### src/rtl/cmos_capture_rgb565_pkg.sv
// Shared definitions for the CMOS RGB565 capture stage: widths, FSM encoding,
// vsync polarity constants and the pixel payload layout.
package cmos_capture_rgb565_pkg;

    localparam int unsigned RGB565_W    = 16;
    localparam int unsigned CMOS_BYTE_W = 8;
    localparam int unsigned CNT_W       = 11;
    localparam int unsigned FRAME_CNT_W = 8;
    localparam int unsigned SKIP_W      = 4;

    localparam logic VSYNC_ACTIVE_HIGH = 1'b1;
    localparam logic VSYNC_ACTIVE_LOW  = 1'b0;

    localparam logic [1:0] ST_SYNC_ENC = 2'd0;
    localparam logic [1:0] ST_SKIP_ENC = 2'd1;
    localparam logic [1:0] ST_RUN_ENC  = 2'd2;

    typedef enum logic [1:0] {
        ST_SYNC = ST_SYNC_ENC,
        ST_SKIP = ST_SKIP_ENC,
        ST_RUN  = ST_RUN_ENC
    } cap_state_e;

    typedef struct packed {
        logic [CMOS_BYTE_W-1:0] hi;
        logic [CMOS_BYTE_W-1:0] lo;
    } rgb565_pair_t;

    // Saturating increment so an overlong line/frame never wraps into a false match.
    function automatic logic [CNT_W-1:0] sat_inc(input logic [CNT_W-1:0] v);
        return (v == {CNT_W{1'b1}}) ? v : v + CNT_W'(1);
    endfunction

endpackage

### src/rtl/cmos_capture_rgb565_if.sv
// Camera-side raw bus plus the normalized RGB565 pixel stream and status.
interface cmos_capture_rgb565_if;
    import cmos_capture_rgb565_pkg::*;

    logic                   cmos_vsync;
    logic                   cmos_href;
    logic [CMOS_BYTE_W-1:0] cmos_data;
    logic                   cmos_frame_vsync;
    logic                   cmos_frame_href;
    logic                   cmos_frame_clken;
    logic [RGB565_W-1:0]    cmos_frame_data;
    logic [FRAME_CNT_W-1:0] frame_cnt;
    logic                   frame_error;

    modport master (
        input  cmos_vsync, cmos_href, cmos_data,
        output cmos_frame_vsync, cmos_frame_href, cmos_frame_clken, cmos_frame_data,
               frame_cnt, frame_error
    );

    modport slave (
        output cmos_vsync, cmos_href, cmos_data,
        input  cmos_frame_vsync, cmos_frame_href, cmos_frame_clken, cmos_frame_data,
               frame_cnt, frame_error
    );

endinterface

### src/rtl/cmos_capture_rgb565_frame_checker.sv
// Per-line pixel and per-frame line geometry checks, sticky error flag and
// count of frames emitted while running.
module cmos_capture_rgb565_frame_checker
    import cmos_capture_rgb565_pkg::*;
#(
    parameter logic [CNT_W-1:0] IMG_HDISP = 11'd640,
    parameter logic [CNT_W-1:0] IMG_VDISP = 11'd480
) (
    input  logic                   clk,
    input  logic                   rst_n,
    input  logic                   run,
    input  logic                   frame_start,
    input  logic                   frame_end,
    input  logic                   href_rise,
    input  logic                   href_fall,
    input  logic                   pixel_strobe,
    input  logic                   odd_byte,
    output logic [FRAME_CNT_W-1:0] frame_cnt,
    output logic                   frame_error
);

    logic [CNT_W-1:0]       pix_cnt_q, pix_cnt_d;
    logic [CNT_W-1:0]       line_cnt_q, line_cnt_d;
    logic [CNT_W-1:0]       line_cnt_inc_c;
    logic                   in_frame_q, in_frame_d;
    logic                   frame_error_q, frame_error_d;
    logic [FRAME_CNT_W-1:0] frame_cnt_q, frame_cnt_d;

    always_ff @(posedge clk or negedge rst_n) begin
        if (!rst_n) begin
            pix_cnt_q     <= '0;
            line_cnt_q    <= '0;
            in_frame_q    <= 1'b0;
            frame_error_q <= 1'b0;
            frame_cnt_q   <= '0;
        end else begin
            pix_cnt_q     <= pix_cnt_d;
            line_cnt_q    <= line_cnt_d;
            in_frame_q    <= in_frame_d;
            frame_error_q <= frame_error_d;
            frame_cnt_q   <= frame_cnt_d;
        end
    end

    // A line ending on the same cycle as the frame is counted before the frame check.
    always_comb begin
        pix_cnt_d      = pix_cnt_q;
        in_frame_d     = in_frame_q;
        frame_error_d  = frame_error_q;
        frame_cnt_d    = frame_cnt_q;
        line_cnt_inc_c = href_fall ? sat_inc(line_cnt_q) : line_cnt_q;
        line_cnt_d     = frame_start ? '0 : line_cnt_inc_c;

        if (href_rise) begin
            pix_cnt_d = '0;
        end else if (pixel_strobe) begin
            pix_cnt_d = sat_inc(pix_cnt_q);
        end

        if (frame_start && run) begin
            in_frame_d = 1'b1;
        end else if (frame_end) begin
            in_frame_d = 1'b0;
        end

        if (run && odd_byte) begin
            frame_error_d = 1'b1;
        end
        if (run && href_fall && (pix_cnt_q != IMG_HDISP)) begin
            frame_error_d = 1'b1;
        end
        if (run && frame_end && in_frame_q) begin
            frame_cnt_d = frame_cnt_q + FRAME_CNT_W'(1);
            if (line_cnt_inc_c != IMG_VDISP) begin
                frame_error_d = 1'b1;
            end
        end
    end

    assign frame_cnt   = frame_cnt_q;
    assign frame_error = frame_error_q;

endmodule

### src/rtl/cmos_capture_rgb565.sv
// CMOS 8-bit bus capture: registers the raw bus, drops settling frames after
// reset and pairs bytes into RGB565 words with a one-cycle strobe.
module cmos_capture_rgb565
    import cmos_capture_rgb565_pkg::*;
#(
    parameter logic              CMOS_VSYNC_VALID   = VSYNC_ACTIVE_HIGH,
    parameter logic [SKIP_W-1:0] CMOS_FRAME_WAITCNT = 4'd10,
    parameter logic [CNT_W-1:0]  IMG_HDISP          = 11'd640,
    parameter logic [CNT_W-1:0]  IMG_VDISP          = 11'd480
) (
    input  logic                  clk,
    input  logic                  rst_n,
    cmos_capture_rgb565_if.master cam
);

    localparam logic VSYNC_IDLE = (CMOS_VSYNC_VALID == VSYNC_ACTIVE_HIGH) ?
                                  VSYNC_ACTIVE_LOW : VSYNC_ACTIVE_HIGH;

    cap_state_e             state_q, state_d;
    logic [SKIP_W-1:0]      skip_cnt_q, skip_cnt_d;
    logic                   vsync_in_q, vsync_in_d;
    logic                   href_in_q, href_in_d;
    logic [CMOS_BYTE_W-1:0] data_in_q, data_in_d;
    logic                   vs_dly_q, vs_dly_d;
    logic                   href_dly_q, href_dly_d;
    logic                   toggle_q, toggle_d;
    logic [CMOS_BYTE_W-1:0] hi_q, hi_d;
    logic                   frame_vsync_q, frame_vsync_d;
    logic                   frame_href_q, frame_href_d;
    logic                   clken_q, clken_d;
    rgb565_pair_t           pix_q, pix_d;

    logic                   vs_c, run_c, frame_start_c, frame_end_c;
    logic                   href_rise_c, href_fall_c, pair_c, odd_c;
    logic [FRAME_CNT_W-1:0] frame_cnt_w;
    logic                   frame_error_w;

    // Idle vsync resets to its inactive level so reset release never fakes an edge.
    always_ff @(posedge clk or negedge rst_n) begin
        if (!rst_n) begin
            state_q       <= ST_SYNC;
            skip_cnt_q    <= '0;
            vsync_in_q    <= VSYNC_IDLE;
            href_in_q     <= 1'b0;
            data_in_q     <= '0;
            vs_dly_q      <= 1'b0;
            href_dly_q    <= 1'b0;
            toggle_q      <= 1'b0;
            hi_q          <= '0;
            frame_vsync_q <= 1'b0;
            frame_href_q  <= 1'b0;
            clken_q       <= 1'b0;
            pix_q         <= '0;
        end else begin
            state_q       <= state_d;
            skip_cnt_q    <= skip_cnt_d;
            vsync_in_q    <= vsync_in_d;
            href_in_q     <= href_in_d;
            data_in_q     <= data_in_d;
            vs_dly_q      <= vs_dly_d;
            href_dly_q    <= href_dly_d;
            toggle_q      <= toggle_d;
            hi_q          <= hi_d;
            frame_vsync_q <= frame_vsync_d;
            frame_href_q  <= frame_href_d;
            clken_q       <= clken_d;
            pix_q         <= pix_d;
        end
    end

    assign vs_c          = (CMOS_VSYNC_VALID == VSYNC_ACTIVE_HIGH) ? vsync_in_q : ~vsync_in_q;
    assign run_c         = (state_q == ST_RUN);
    assign frame_start_c = vs_c & ~vs_dly_q;
    assign frame_end_c   = ~vs_c & vs_dly_q;
    assign href_rise_c   = href_in_q & ~href_dly_q;
    assign href_fall_c   = ~href_in_q & href_dly_q;
    assign pair_c        = href_in_q & toggle_q;
    assign odd_c         = ~href_in_q & toggle_q;

    // RUN is only entered on a frame end, so the first emitted frame is whole.
    always_comb begin
        state_d    = state_q;
        skip_cnt_d = skip_cnt_q;
        case (state_q)
            ST_SYNC: begin
                if (frame_end_c) begin
                    skip_cnt_d = '0;
                    state_d    = (CMOS_FRAME_WAITCNT == '0) ? ST_RUN : ST_SKIP;
                end
            end
            ST_SKIP: begin
                if (frame_end_c) begin
                    skip_cnt_d = skip_cnt_q + SKIP_W'(1);
                    if (skip_cnt_d == CMOS_FRAME_WAITCNT) begin
                        state_d = ST_RUN;
                    end
                end
            end
            ST_RUN:  state_d = ST_RUN;
            default: state_d = ST_SYNC;
        endcase
    end

    always_comb begin
        vsync_in_d    = cam.cmos_vsync;
        href_in_d     = cam.cmos_href;
        data_in_d     = cam.cmos_data;
        vs_dly_d      = vs_c;
        href_dly_d    = href_in_q;
        toggle_d      = href_in_q ? ~toggle_q : 1'b0;
        hi_d          = hi_q;
        pix_d         = pix_q;
        clken_d       = 1'b0;
        frame_vsync_d = vs_c & run_c;
        frame_href_d  = href_in_q & run_c;

        if (href_in_q && !toggle_q) begin
            hi_d = data_in_q;
        end
        if (pair_c && run_c) begin
            pix_d.hi = hi_q;
            pix_d.lo = data_in_q;
            clken_d  = 1'b1;
        end
    end

    cmos_capture_rgb565_frame_checker #(
        .IMG_HDISP (IMG_HDISP),
        .IMG_VDISP (IMG_VDISP)
    ) u_checker (
        .clk          (clk),
        .rst_n        (rst_n),
        .run          (run_c),
        .frame_start  (frame_start_c),
        .frame_end    (frame_end_c),
        .href_rise    (href_rise_c),
        .href_fall    (href_fall_c),
        .pixel_strobe (clken_d),
        .odd_byte     (odd_c),
        .frame_cnt    (frame_cnt_w),
        .frame_error  (frame_error_w)
    );

    assign cam.cmos_frame_vsync = frame_vsync_q;
    assign cam.cmos_frame_href  = frame_href_q;
    assign cam.cmos_frame_clken = clken_q;
    assign cam.cmos_frame_data  = pix_q;
    assign cam.frame_cnt        = frame_cnt_w;
    assign cam.frame_error      = frame_error_w;

endmodule

### src/flat_wrapper.sv
// flat-port wrapper written by rule: the top's interface ports become plain ports
module cmos_capture_rgb565_flat import cmos_capture_rgb565_pkg::*;
#(
    parameter logic              CMOS_VSYNC_VALID   = VSYNC_ACTIVE_HIGH,
    parameter logic [SKIP_W-1:0] CMOS_FRAME_WAITCNT = 4'd10,
    parameter logic [CNT_W-1:0]  IMG_HDISP          = 11'd640,
    parameter logic [CNT_W-1:0]  IMG_VDISP          = 11'd480
)
  (clk, rst_n, cam_cmos_vsync, cam_cmos_href, cam_cmos_data, cam_cmos_frame_vsync, cam_cmos_frame_href, cam_cmos_frame_clken, cam_cmos_frame_data, cam_frame_cnt, cam_frame_error);
  cmos_capture_rgb565_if cam_i ();
  input  logic clk;
  input  logic rst_n;
  input wire logic [$bits(cam_i.cmos_vsync)-1:0] cam_cmos_vsync;
  input wire logic [$bits(cam_i.cmos_href)-1:0] cam_cmos_href;
  input wire logic [$bits(cam_i.cmos_data)-1:0] cam_cmos_data;
  output wire logic [$bits(cam_i.cmos_frame_vsync)-1:0] cam_cmos_frame_vsync;
  output wire logic [$bits(cam_i.cmos_frame_href)-1:0] cam_cmos_frame_href;
  output wire logic [$bits(cam_i.cmos_frame_clken)-1:0] cam_cmos_frame_clken;
  output wire logic [$bits(cam_i.cmos_frame_data)-1:0] cam_cmos_frame_data;
  output wire logic [$bits(cam_i.frame_cnt)-1:0] cam_frame_cnt;
  output wire logic [$bits(cam_i.frame_error)-1:0] cam_frame_error;
  assign cam_i.cmos_vsync = cam_cmos_vsync;
  assign cam_i.cmos_href = cam_cmos_href;
  assign cam_i.cmos_data = cam_cmos_data;
  assign cam_cmos_frame_vsync = cam_i.cmos_frame_vsync;
  assign cam_cmos_frame_href = cam_i.cmos_frame_href;
  assign cam_cmos_frame_clken = cam_i.cmos_frame_clken;
  assign cam_cmos_frame_data = cam_i.cmos_frame_data;
  assign cam_frame_cnt = cam_i.frame_cnt;
  assign cam_frame_error = cam_i.frame_error;
  cmos_capture_rgb565 #(.CMOS_VSYNC_VALID(CMOS_VSYNC_VALID), .CMOS_FRAME_WAITCNT(CMOS_FRAME_WAITCNT), .IMG_HDISP(IMG_HDISP), .IMG_VDISP(IMG_VDISP)) u_core (.clk(clk), .rst_n(rst_n), .cam(cam_i));
endmodule
### config.mk
export PLATFORM = sky130hd
export DESIGN_NAME = cmos_capture_rgb565_flat
export DESIGN_NICKNAME = d
export VERILOG_FILES = /design/src/rtl/cmos_capture_rgb565_pkg.sv /design/src/rtl/cmos_capture_rgb565_if.sv /design/src/rtl/cmos_capture_rgb565_frame_checker.sv /design/src/rtl/cmos_capture_rgb565.sv /design/src/flat_wrapper.sv
export SDC_FILE = /design/constraint.sdc
export NUM_CORES = 1
export LEC_CHECK = 0
export BUFFER_PORTS_ARGS = -buffer_cell sky130_fd_sc_hd__buf_4
export CORE_ASPECT_RATIO = 0.9
export CORE_MARGIN = 5
export CORE_UTILIZATION = 48
export DETAILED_ROUTE_END_ITERATION = 7
export HOLD_SLACK_MARGIN = 0.05
export PLACE_DENSITY_LB_ADDON = 0.08
export RECOVER_POWER = 50
export SLEW_MARGIN = 20
export SYNTH_ARGS = -nofsm -noshare
export SYNTH_HDL_FRONTEND = slang
export SYNTH_SLANG_ARGS = --single-unit
### constraint.sdc
create_clock -name clk -period 2.3 [get_ports clk]
set_clock_uncertainty 0.1 [all_clocks]
set_input_delay 0.23 -clock clk [delete_from_list [all_inputs] [get_ports clk]]
set_output_delay 0.23 -clock clk [all_outputs]
set_load 0.005 [all_outputs]
==> run_results.csv, run 1 <==
group,metric,value,unit
sta,finalHoldViolCount,0,
sta,min_period,2.06,ns
cells_and_area,drive_above_1_share,0.205,
worst_hold_path,hold_path_class,"reg -> reg",
placed_design,dpl.hpwl,4920,um
floorplanning,row_count,29,
drt,drc_errors,0,
cells_and_area,finish.cell_count_without_fillers,493,
setup_path,cp-end-kind,"flip-flop",
global_route,grt_pass1_vias,2573,
floorplanning,die_y,91.4,um
setup_path,path_cells,"inv_1 > ha_1 > and2_0 > nand2_2 > inv_2 > nand3_2 > or3_1 > a21oi_1",
drt,vias,2562,
global_route,grt_remaining_overflow,0,
floorplanning,coreArea,7110,um2
sta,setup_ws,0.242,ns
cells_and_area,nets,416,
clock_tree,clkSinkCount,78,
sta,setup_viol,0,
job,maxCapViolations,0,
global_route,antenna_found_initial,0,
synth,synth_cell_types,43,
cells_and_area,area_growth,20.0,%
floorplanning,start_util,0.496,
clock_tree,cts_made_buffers,9,
setup_path,crit_arrival,2.21,ns
setup_path,slowest_delay,0.40,ns
drt,wl_per_cell,14.2,um
cells_and_area,finalCoreUtilization,0.596,
power,intPower,2.61,mW
synth,netlist_area,3530,um2
sta,slew_headroom,0.345,
clock_tree,root_buffer,"clkbuf_8",
setup_path,start_kind,"flip-flop",
global_route,grt_pass1_wl,12400,um
sta,setup_tns,0,ns
synth,synth_nets,360,
sta,rsz0062_at_grt,"no",
drt,drt_pre_antenna_iters,4,
power,irDropWorstVdd,0.482,mV
power,p_seq_frac,0.495,
synth,synth_top_flop_cell,"dfrtp_1",
synth,synthArstFlopShare,1.00,
synth,syn_inst,339,
sta,layout_worst_path_cycle_share,0.895,
sta,holdWs,0.329,ns
setup_path,slowest_stage,"dfrtp_1",
power,powerDensity,875,nW/um2
clock_tree,clk_latency,0.35,ns
clock_tree,clkTransAtPathRegs,0.08,ns
power,p_total,3.71,mW
setup_path,crit_fanout,16,
floorplanning,die_x,100,um
cells_and_area,layout_common_cells,"dfrtp_1 (78), nand2_1 (61), buf_4 (34)",
setup_path,criticalPathCategory,"reg -> reg",
drt,ant_nets,0,
synth,syn-mean-instance-area,10.4,um2
floorplanning,die-area,9170,um2
power,switching_share,0.295,
synth,synth_edf_count,0,
placed_design,pre_cts_ws,0.269,ns
cells_and_area,diodes,0,
placed_design,place_area,3950,um2
global_route,grt_max_degree,42,
setup_path,timing.reg2reg.setup_slack,0.24,ns
clock_tree,cts_setup_buffers,0,
power,leakage,1.99,nW
cells_and_area,final_area,4240,um2
power,p_clk_frac,0.275,
cells_and_area,final_common_cell,"dfrtp_1",
placed_design,dp_cells,466,
clock_tree,clock_tree.buffer_depth,2,
sta,worstMarginPinSlew,0.983,ns
synth,ys_seq_area_frac,0.553,
clock_tree,htreeDepth,3,
power,combPwrFrac,0.231,
sta,final_max_slew_viol_count,0,
synth,synth-seq-cells,78,
clock_tree,cts_tree,"built",
drt,drt-initial-drc-count,123,
power,switchingPower,1.09,mW
floorplanning,io_pins,40,
placed_design,gp_congestion,0.904,
placed_design,port_buffers,39,
drt,vias_per_cell,5.20,
drt,wl,7020,um
sta,clock.fmax,0.486,GHz
synth,yosysWarnings,0,
global_route,track_usage,0.168,
setup_path,crit_required,2.45,ns
outcome,status,"completed",
==> flip-flops by register name, summed over array words and instances, names as in the netlist, 2 cells and up <==
| name | count |
|---|---|
| u_core.skip_cnt_q | 4 |
| u_core.u_checker.pix_cnt_q | 11 |
| u_core.state_q | 2 |
| u_core.hi_q | 8 |
| u_core.u_checker.frame_cnt | 8 |
| u_core.cam.cmos_frame_data | 16 |
| u_core.data_in_q | 8 |
| u_core.u_checker.line_cnt_q | 11 |
==> power groups by stage <==
| stage | registers (mW) | clock network (mW) | logic [mW] |
|---|---|---|---|
| floorplan | 1.83 | 0 | 0.436 |
| global placement | 1.85 | 0 | 0.835 |
| detailed placement | 1.85 | 0 | 0.867 |
| CTS | 1.83 | 1.06 | 0.882 |
| global route | 1.87 | 1.11 | 0.990 |
| finish | 1.83 | 1.02 | 0.855 |
==> layer usage <==
metal	vias to the layer above	track usage	part of all wire
met5	-	0	0
li1	1273	-	-
met2	58	0.251	0.46
met1	1221	0.235	0.48
met4	0	0.0561	0.014
met3	10	0.0506	0.051
==> final cells by class <==
cell class	count	area [um2]
clock buffer	10	128
timing repair buffer	57	453
multi-input combinational	234	1460
clock inverter	6	68.8
fill	633	2880
inverter	15	56.3
sequential	78	1950
tap	93	116
==> Yosys cell counts (all sizes together), types with 2 or more instances <==
master / number / area (um2)
nand3: 15 / 80.1
nor3b: 2 / 15.0
nand4b: 3 / 26.3
nand2: 64 / 248
xor2: 12 / 105
nor3: 5 / 25.0
a41oi: 4 / 35.0
nand3b: 2 / 15.0
clkbuf: 5 / 18.8
nor4: 2 / 12.5
nand4: 11 / 68.8
dfrtp: 78 / 1950
and4: 2 / 17.5
o21ai: 10 / 50.1
nor2b: 7 / 43.8
mux2: 12 / 135
a21oi: 9 / 45.0
mux2i: 3 / 30.0
a31oi: 3 / 18.8
nor4b: 2 / 17.5
and2: 3 / 18.8
and3: 7 / 43.8
a21o: 2 / 15.0
xnor2: 9 / 78.8
nor2: 25 / 93.8
buf: 7 / 41.3
ha: 9 / 113
inv: 15 / 56.3
==> worst max-delay path: cells and delay by family, from the launching register on <==
kind | cells | cell delay [ns]
and+or+nand+nor | 4 | 0.73
DFF | 1 | 0.40
buffers and inverters | 2 | 0.32
adders and majority gates | 1 | 0.22
AOI/OAI and AO/OA | 1 | 0.19
==> path summary, 6_finish.rpt <==
kind | from | endpoint | depth (start not counted)
worst max-delay path | u_core.state_q[0]$_DFFE_PN0P_ | u_core.u_checker.pix_cnt_q[5]$_DFFE_PN0P_ | 8
worst min-delay path | u_core.vs_c$_DFF_PN0_ | u_core.vs_dly_q$_DFF_PN0_ | 0
worst max register to register | u_core.state_q[0]$_DFFE_PN0P_ | u_core.u_checker.pix_cnt_q[5]$_DFFE_PN0P_ | 8
worst min register to register | u_core.vs_c$_DFF_PN0_ | u_core.vs_dly_q$_DFF_PN0_ | 0
max in group asynchronous | rst_n | u_core.cam.cmos_frame_data[0]$_DFFE_PN0P_ | 3
min in group asynchronous | rst_n | u_core.data_in_q[1]$_DFF_PN0_ | 2
==> repair_timing <==
action,4_1_cts,5_1_grt
hold buffers,11,0
resized for setup,0,0
endpoints found under the hold margin,47,0
==> kinds of logic (layout without fill, tap and decap cells) <==
logic type,Yosys count,count (layout),synth area share
adders and majority gates,9,9,0.0319
and+or+nand+nor,156,156,0.222
muxes,15,15,0.0468
xor gates and xnor gates,21,21,0.0521
AOI/OAI and AO/OA,33,33,0.0617
DFF,78,78,0.553
buffers and inverters,27,88,0.0330
(Power assumes the default switching activity.)
==> run 2, diff against run 1 <==
Settings changed: CORE_MARGIN 5 to 2.
Clock period 2.3 ns to 1.8 ns, I/O delays scaled along.
==> run_results.csv, run 2 (same netlist as run 1, synthesis figures left out) <==
group,metric,value,unit
worst_hold_path,hold_path_class,"in -> async",
job,maxCapViolations,0,
placed_design,place_area,4170,um2
setup_path,cp-end-kind,"flip-flop",
setup_path,reg2reg_from,"u_core.u_checker.pix_cnt_q[0]$_DFFE_PN0P_",
placed_design,port_buffers,39,
drt,ant_nets,0,
drt,drt-initial-drc-count,89,
power,powerDensity,1040,nW/um2
global_route,grt_max_degree,40,
clock_tree,htreeDepth,3,
drt,vias,2784,
drt,wl,7790,um
placed_design,dpl.hpwl,5190,um
sta,min_period,1.84,ns
cells_and_area,area_growth,32.3,%
setup_path,slowest_stage,"dfrtp_1",
setup_path,criticalPathCategory,"reg -> reg",
clock_tree,root_buffer,"clkbuf_8",
cells_and_area,largest_reg_flops,16,
sta,finalHoldViolCount,0,
global_route,grt_pass1_vias,2663,
power,irDropWorstVdd,0.711,mV
power,leakage,2.18,nW
sta,slew_headroom,0.466,
sta,layout_worst_path_cycle_share,1.02,
cells_and_area,nets,453,
sta,rsz0062_at_grt,"yes",
floorplanning,start_util,0.499,
floorplanning,die_x,94.4,um
global_route,grt_remaining_overflow,0,
floorplanning,io_pins,40,
placed_design,dp_cells,496,
sta,setup_ws,-0.0382,ns
global_route,grt_pass1_wl,13100,um
cells_and_area,final_common_cell,"dfrtp_1",
floorplanning,row_count,29,
setup_path,crit_required,1.94,ns
power,intPower,3.33,mW
placed_design,gp_congestion,0.899,
floorplanning,die_y,85.4,um
global_route,track_usage,0.212,
power,p_seq_frac,0.479,
sta,holdWs,0.260,ns
cells_and_area,drive_above_1_share,0.332,
setup_path,critPathTopFamily,"compound AO/OA/AOI/OAI gates",
setup_path,start_kind,"flip-flop",
sta,clock.fmax,0.544,GHz
power,switching_share,0.317,
floorplanning,coreArea,7080,um2
setup_path,critPathLaunch,"u_core.u_checker.pix_cnt_q[0]$_DFFE_PN0P_",
clock_tree,clk_latency,0.36,ns
cells_and_area,layout_common_cells,"dfrtp_1 (74), buf_4 (67), nand2_1 (61)",
floorplanning,die-area,8060,um2
setup_path,crit_fanout,3,
sta,worstMarginPinSlew,0.799,ns
setup_path,crit_arrival,1.97,ns
setup_path,cp_num_buf_inv,1,
power,combPwrFrac,0.261,
cells_and_area,finish.cell_count_without_fillers,530,
outcome,status,"finished, violations left",
sta,setup_viol,1,
drt,vias_per_cell,5.25,
setup_path,path_cells,"inv_1 > ha_1 > nor4b_2 > nand3_1 > a21o_1 > a2111oi_4 > a21oi_1",
power,switchingPower,1.55,mW
power,p_total,4.87,mW
sta,final_max_slew_viol_count,0,
drt,wl_per_cell,14.7,um
drt,drt_pre_antenna_iters,4,
clock_tree,cts_made_buffers,9,
setup_path,slowest_delay,0.41,ns
clock_tree,clock_tree.buffer_depth,2,
clock_tree,clkTransAtPathRegs,0.10,ns
drt,drc_errors,0,
clock_tree,clkSinkCount,78,
global_route,antenna_found_initial,0,
cells_and_area,diodes,0,
clock_tree,cts_tree,"built",
power,p_clk_frac,0.260,
outcome,violations,"negative setup slack",
cells_and_area,final_area,4670,um2
run 2: final timing paths:
path,to,slack [ns],depth (start not counted)
worst max-delay path,u_core.u_checker.frame_error$_DFF_PN0_,-0.04,7
worst min-delay path,u_core.data_in_q[0]$_DFF_PN0_,0.26,2
worst max register to register,u_core.u_checker.frame_error$_DFF_PN0_,-0.04,7
worst min register to register,u_core.vs_dly_q$_DFF_PN0_,0.34,0
max in group asynchronous,u_core.u_checker.line_cnt_q[0]$_DFF_PN0_,0.30,3
min in group clk,u_core.vs_dly_q$_DFF_PN0_,0.34,0
run 2: timing repair:
action,CTS,global route
pin swaps,4,20
hold buffers,11,0
cloned,0,1
setup endpoints to repair,6,14
gates resized for setup,8,29
hold endpoints to repair,88,0
buffers inserted,6,1
run 2: power by group through the flow:
stage / Sequential (mW) / Combinational, mW / Clock (mW)
global placement: 2.35 / 1.15 / 0
CTS: 2.33 / 1.23 / 1.30
global route: 2.39 / 1.43 / 1.37
detailed placement: 2.36 / 1.18 / 0
finish: 2.34 / 1.27 / 1.26
floorplan: 2.34 / 0.558 / 0
run 2: layer usage:
metal  routed length [um]  track usage
met5                    0            0
met4                   69       0.0738
met2                 3810        0.323
met1                 3560        0.297
met3                  353       0.0542
run 2: worst reg2reg max path, delay by kind of cell (launching register included):
kind / cells / cell delay (ns)
flops: 1 / 0.41
simple gates: 2 / 0.37
compound gates: 3 / 0.60
buf+inv: 1 / 0.08
fa+ha+maj: 1 / 0.17
run 2: cell type report:
class / instances / area [um2]
Inverter: 15 / 58.8
Clock buffer: 9 / 124
Tap cell: 93 / 116
Timing Repair Buffer: 93 / 728
Clock inverter: 7 / 63.8
Multi-Input combinational cell: 235 / 1620
Sequential cell: 78 / 1960
Fill cell: 586 / 2400
run 2: per-stage QoR:
stage / worst slack (ns) / TNS [ns] / util
2_1_floorplan: 0.0167 / 0 / -
3_3_place_gp: -0.0897 / -0.0897 / 0.589
3_5_place_dp: -0.0578 / -0.112 / 0.589
4_1_cts: -0.00439 / -0.00439 / 0.642
5_1_grt: -0.130 / -0.434 / 0.660
6_report: -0.0382 / -0.0382 / 0.660
==> run 3, diff against run 2 <==
Settings changed: BUFFER_PORTS_ARGS -buffer_cell sky130_fd_sc_hd__buf_4 to unset, DONT_BUFFER_PORTS set to 1, PLACE_DENSITY_LB_ADDON 0.08 to 0.15.
==> run_results.csv, run 3 (same netlist as run 1, synthesis figures left out) <==
group,metric,value,unit
outcome,status,"finished, violations left",
outcome,violations,"negative hold slack, negative setup slack",
placed_design,dpl.hpwl,4690,um
cells_and_area,diodes,0,
cells_and_area,layout_common_cells,"dfrtp_1 (76), nand2_1 (61), buf_4 (29)",
sta,setup_ws,-0.0300,ns
cells_and_area,multi_input_area,1540,um2
cells_and_area,final_area,4190,um2
sta,final_max_slew_viol_count,0,
cells_and_area,largest_reg_flops,16,
power,powerDensity,1070,nW/um2
setup_path,critPathLaunch,"u_core.u_checker.line_cnt_q[5]$_DFF_PN0_",
drt,drt_pre_antenna_iters,4,
setup_path,cp-end-kind,"flip-flop",
setup_path,slowest_delay,0.39,ns
setup_path,cp_num_buf_inv,1,
global_route,grt_max_degree,79,
floorplanning,row_count,29,
sta,setup_viol,6,
power,p_total,4.48,mW
setup_path,crit_arrival,1.96,ns
floorplanning,start_util,0.499,
sta,clock.fmax,0.546,GHz
job,maxCapViolations,0,
setup_path,criticalPathCategory,"reg -> reg",
cells_and_area,final_common_cell,"dfrtp_1",
sta,min_period,1.83,ns
cells_and_area,fill_cells,626,
setup_path,worst-path-stages,6,
setup_path,reg2regPathDepth,6,
drt,drt-initial-drc-count,142,
drt,ant_nets,0,
global_route,grt_remaining_overflow,0,
clock_tree,hold_buffers,10,
drt,wl_per_cell,15.1,um
sta,worstMarginPinSlew,0.829,ns
setup_path,slowest_stage,"dfrtp_1",
drt,vias,2551,
setup_path,crit_required,1.93,ns
placed_design,gp_congestion,0.914,
setup_path,setup.worst_path.end,"u_core.u_checker.frame_error$_DFF_PN0_",
cells_and_area,area_growth,18.5,%
sta,rsz0062_at_grt,"yes",
cells_and_area,finalCoreUtilization,0.592,
cells_and_area,nets,399,
setup_path,timing.reg2reg.setup_slack,-0.03,ns
global_route,grt_pass1_wl,12100,um
placed_design,port_buffers,0,
clock_tree,clkSinkCount,78,
worst_hold_path,hold_path_class,"in -> async",
drt,vias_per_cell,5.36,
clock_tree,htreeDepth,3,
power,irDropWorstVdd,0.739,mV
drt,wl,7180,um
global_route,antenna_found_initial,0,
cells_and_area,drive_above_1_share,0.204,
setup_path,start_kind,"flip-flop",
sta,setup_tns,-0.121,ns
floorplanning,coreArea,7080,um2
setup_path,critPathTopFamily,"compound AO/OA/AOI/OAI gates",
global_route,grt_pass1_vias,2583,
floorplanning,die-area,8060,um2
floorplanning,io_pins,40,
clock_tree,cts_made_buffers,9,
cells_and_area,seq_area,1950,um2
clock_tree,clkTransAtPathRegs,0.08,ns
drt,drc_errors,0,
sta,slew_headroom,0.446,
sta,finalHoldViolCount,78,
floorplanning,die_x,94.4,um
clock_tree,clock_tree.buffer_depth,2,
setup_path,crit_fanout,3,
floorplanning,die_y,85.4,um
sta,holdWs,-0.578,ns
clock_tree,root_buffer,"clkbuf_8",
placed_design,place_area,3790,um2
clock_tree,cts_tree,"built",
global_route,track_usage,0.194,
sta,layout_worst_path_cycle_share,1.02,
power,leakage,1.91,nW
setup_path,path_cells,"buf_4 > nand4b_1 > nor4_2 > a41oi_2 > a2111oi_4 > a21oi_1",
setup_path,reg2reg_from,"u_core.u_checker.line_cnt_q[5]$_DFF_PN0_",
clock_tree,clk_latency,0.34,ns
setup_path,timing.rr.end,"u_core.u_checker.frame_error$_DFF_PN0_",
## run 3: how the worst min path moves through the flow
stage               startpoint                                        end  slack [ns]  cells after the start
finish                   rst_n  u_core.u_checker.pix_cnt_q[1]$_DFFE_PN0P_       -0.58                      0
global route             rst_n  u_core.u_checker.pix_cnt_q[1]$_DFFE_PN0P_       -0.62                      0
CTS                      rst_n  u_core.u_checker.pix_cnt_q[8]$_DFFE_PN0P_       -0.60                      0
detailed placement       rst_n   u_core.u_checker.line_cnt_q[7]$_DFF_PN0_       -0.21                      0
global placement         rst_n  u_core.u_checker.pix_cnt_q[8]$_DFFE_PN0P_       -0.21                      0
floorplan                rst_n      u_core.cam.cmos_frame_clken$_DFF_PN0_       -0.22                      0
## run 3: final cells by class
class / instances / share of cell area
Clock buffer: 11 / 0.0338
Inverter: 15 / 0.0135
Clock inverter: 5 / 0.0135
Timing Repair Buffer: 39 / 0.0759
Multi-Input combinational cell: 235 / 0.369
Tap cell: 93 / 0.0278
Sequential cell: 78 / 0.467
## run 3: repair_timing
item                       4_1_cts  5_1_grt
resized for setup                5       10
hold endpoints to repair        88       78
setup endpoints to repair        4       11
cloned                           0        1
buffers inserted                 0        2
pin swaps                        0        2
## run 3: worst register-to-register path, delay by kind of cell (launching register included)
| kind | cells | cell delay (ns) |
|---|---|---|
| buffers and inverters | 1 | 0.14 |
| AND/OR/NAND/NOR | 2 | 0.53 |
| AO/OA/AOI/OAI | 3 | 0.56 |
| flip-flops | 1 | 0.39 |
## run 3: where the power goes
part	switching (mW)	internal, mW	total (mW)
clock network	0.632	0.679	1.31
registers	0.300	2.09	2.39
logic	0.374	0.402	0.776
## run 3: stage by stage
step | worst slack, ns | cells | hold slack [ns]
after floorplan | 0.0167 | 339 | -0.216
after global placement | -0.0401 | 447 | -0.212
after detailed placement | -0.0934 | 447 | -0.213
after CTS | -0.0171 | 473 | -0.602
after global routing | -0.140 | 476 | -0.617
final | -0.0300 | 476 | -0.578
## run 3: per-layer routing
metal	wire, um	track usage
met4	66	0.0777
met5	0	0
met3	378	0.0693
met1	3390	0.261
met2	3350	0.289
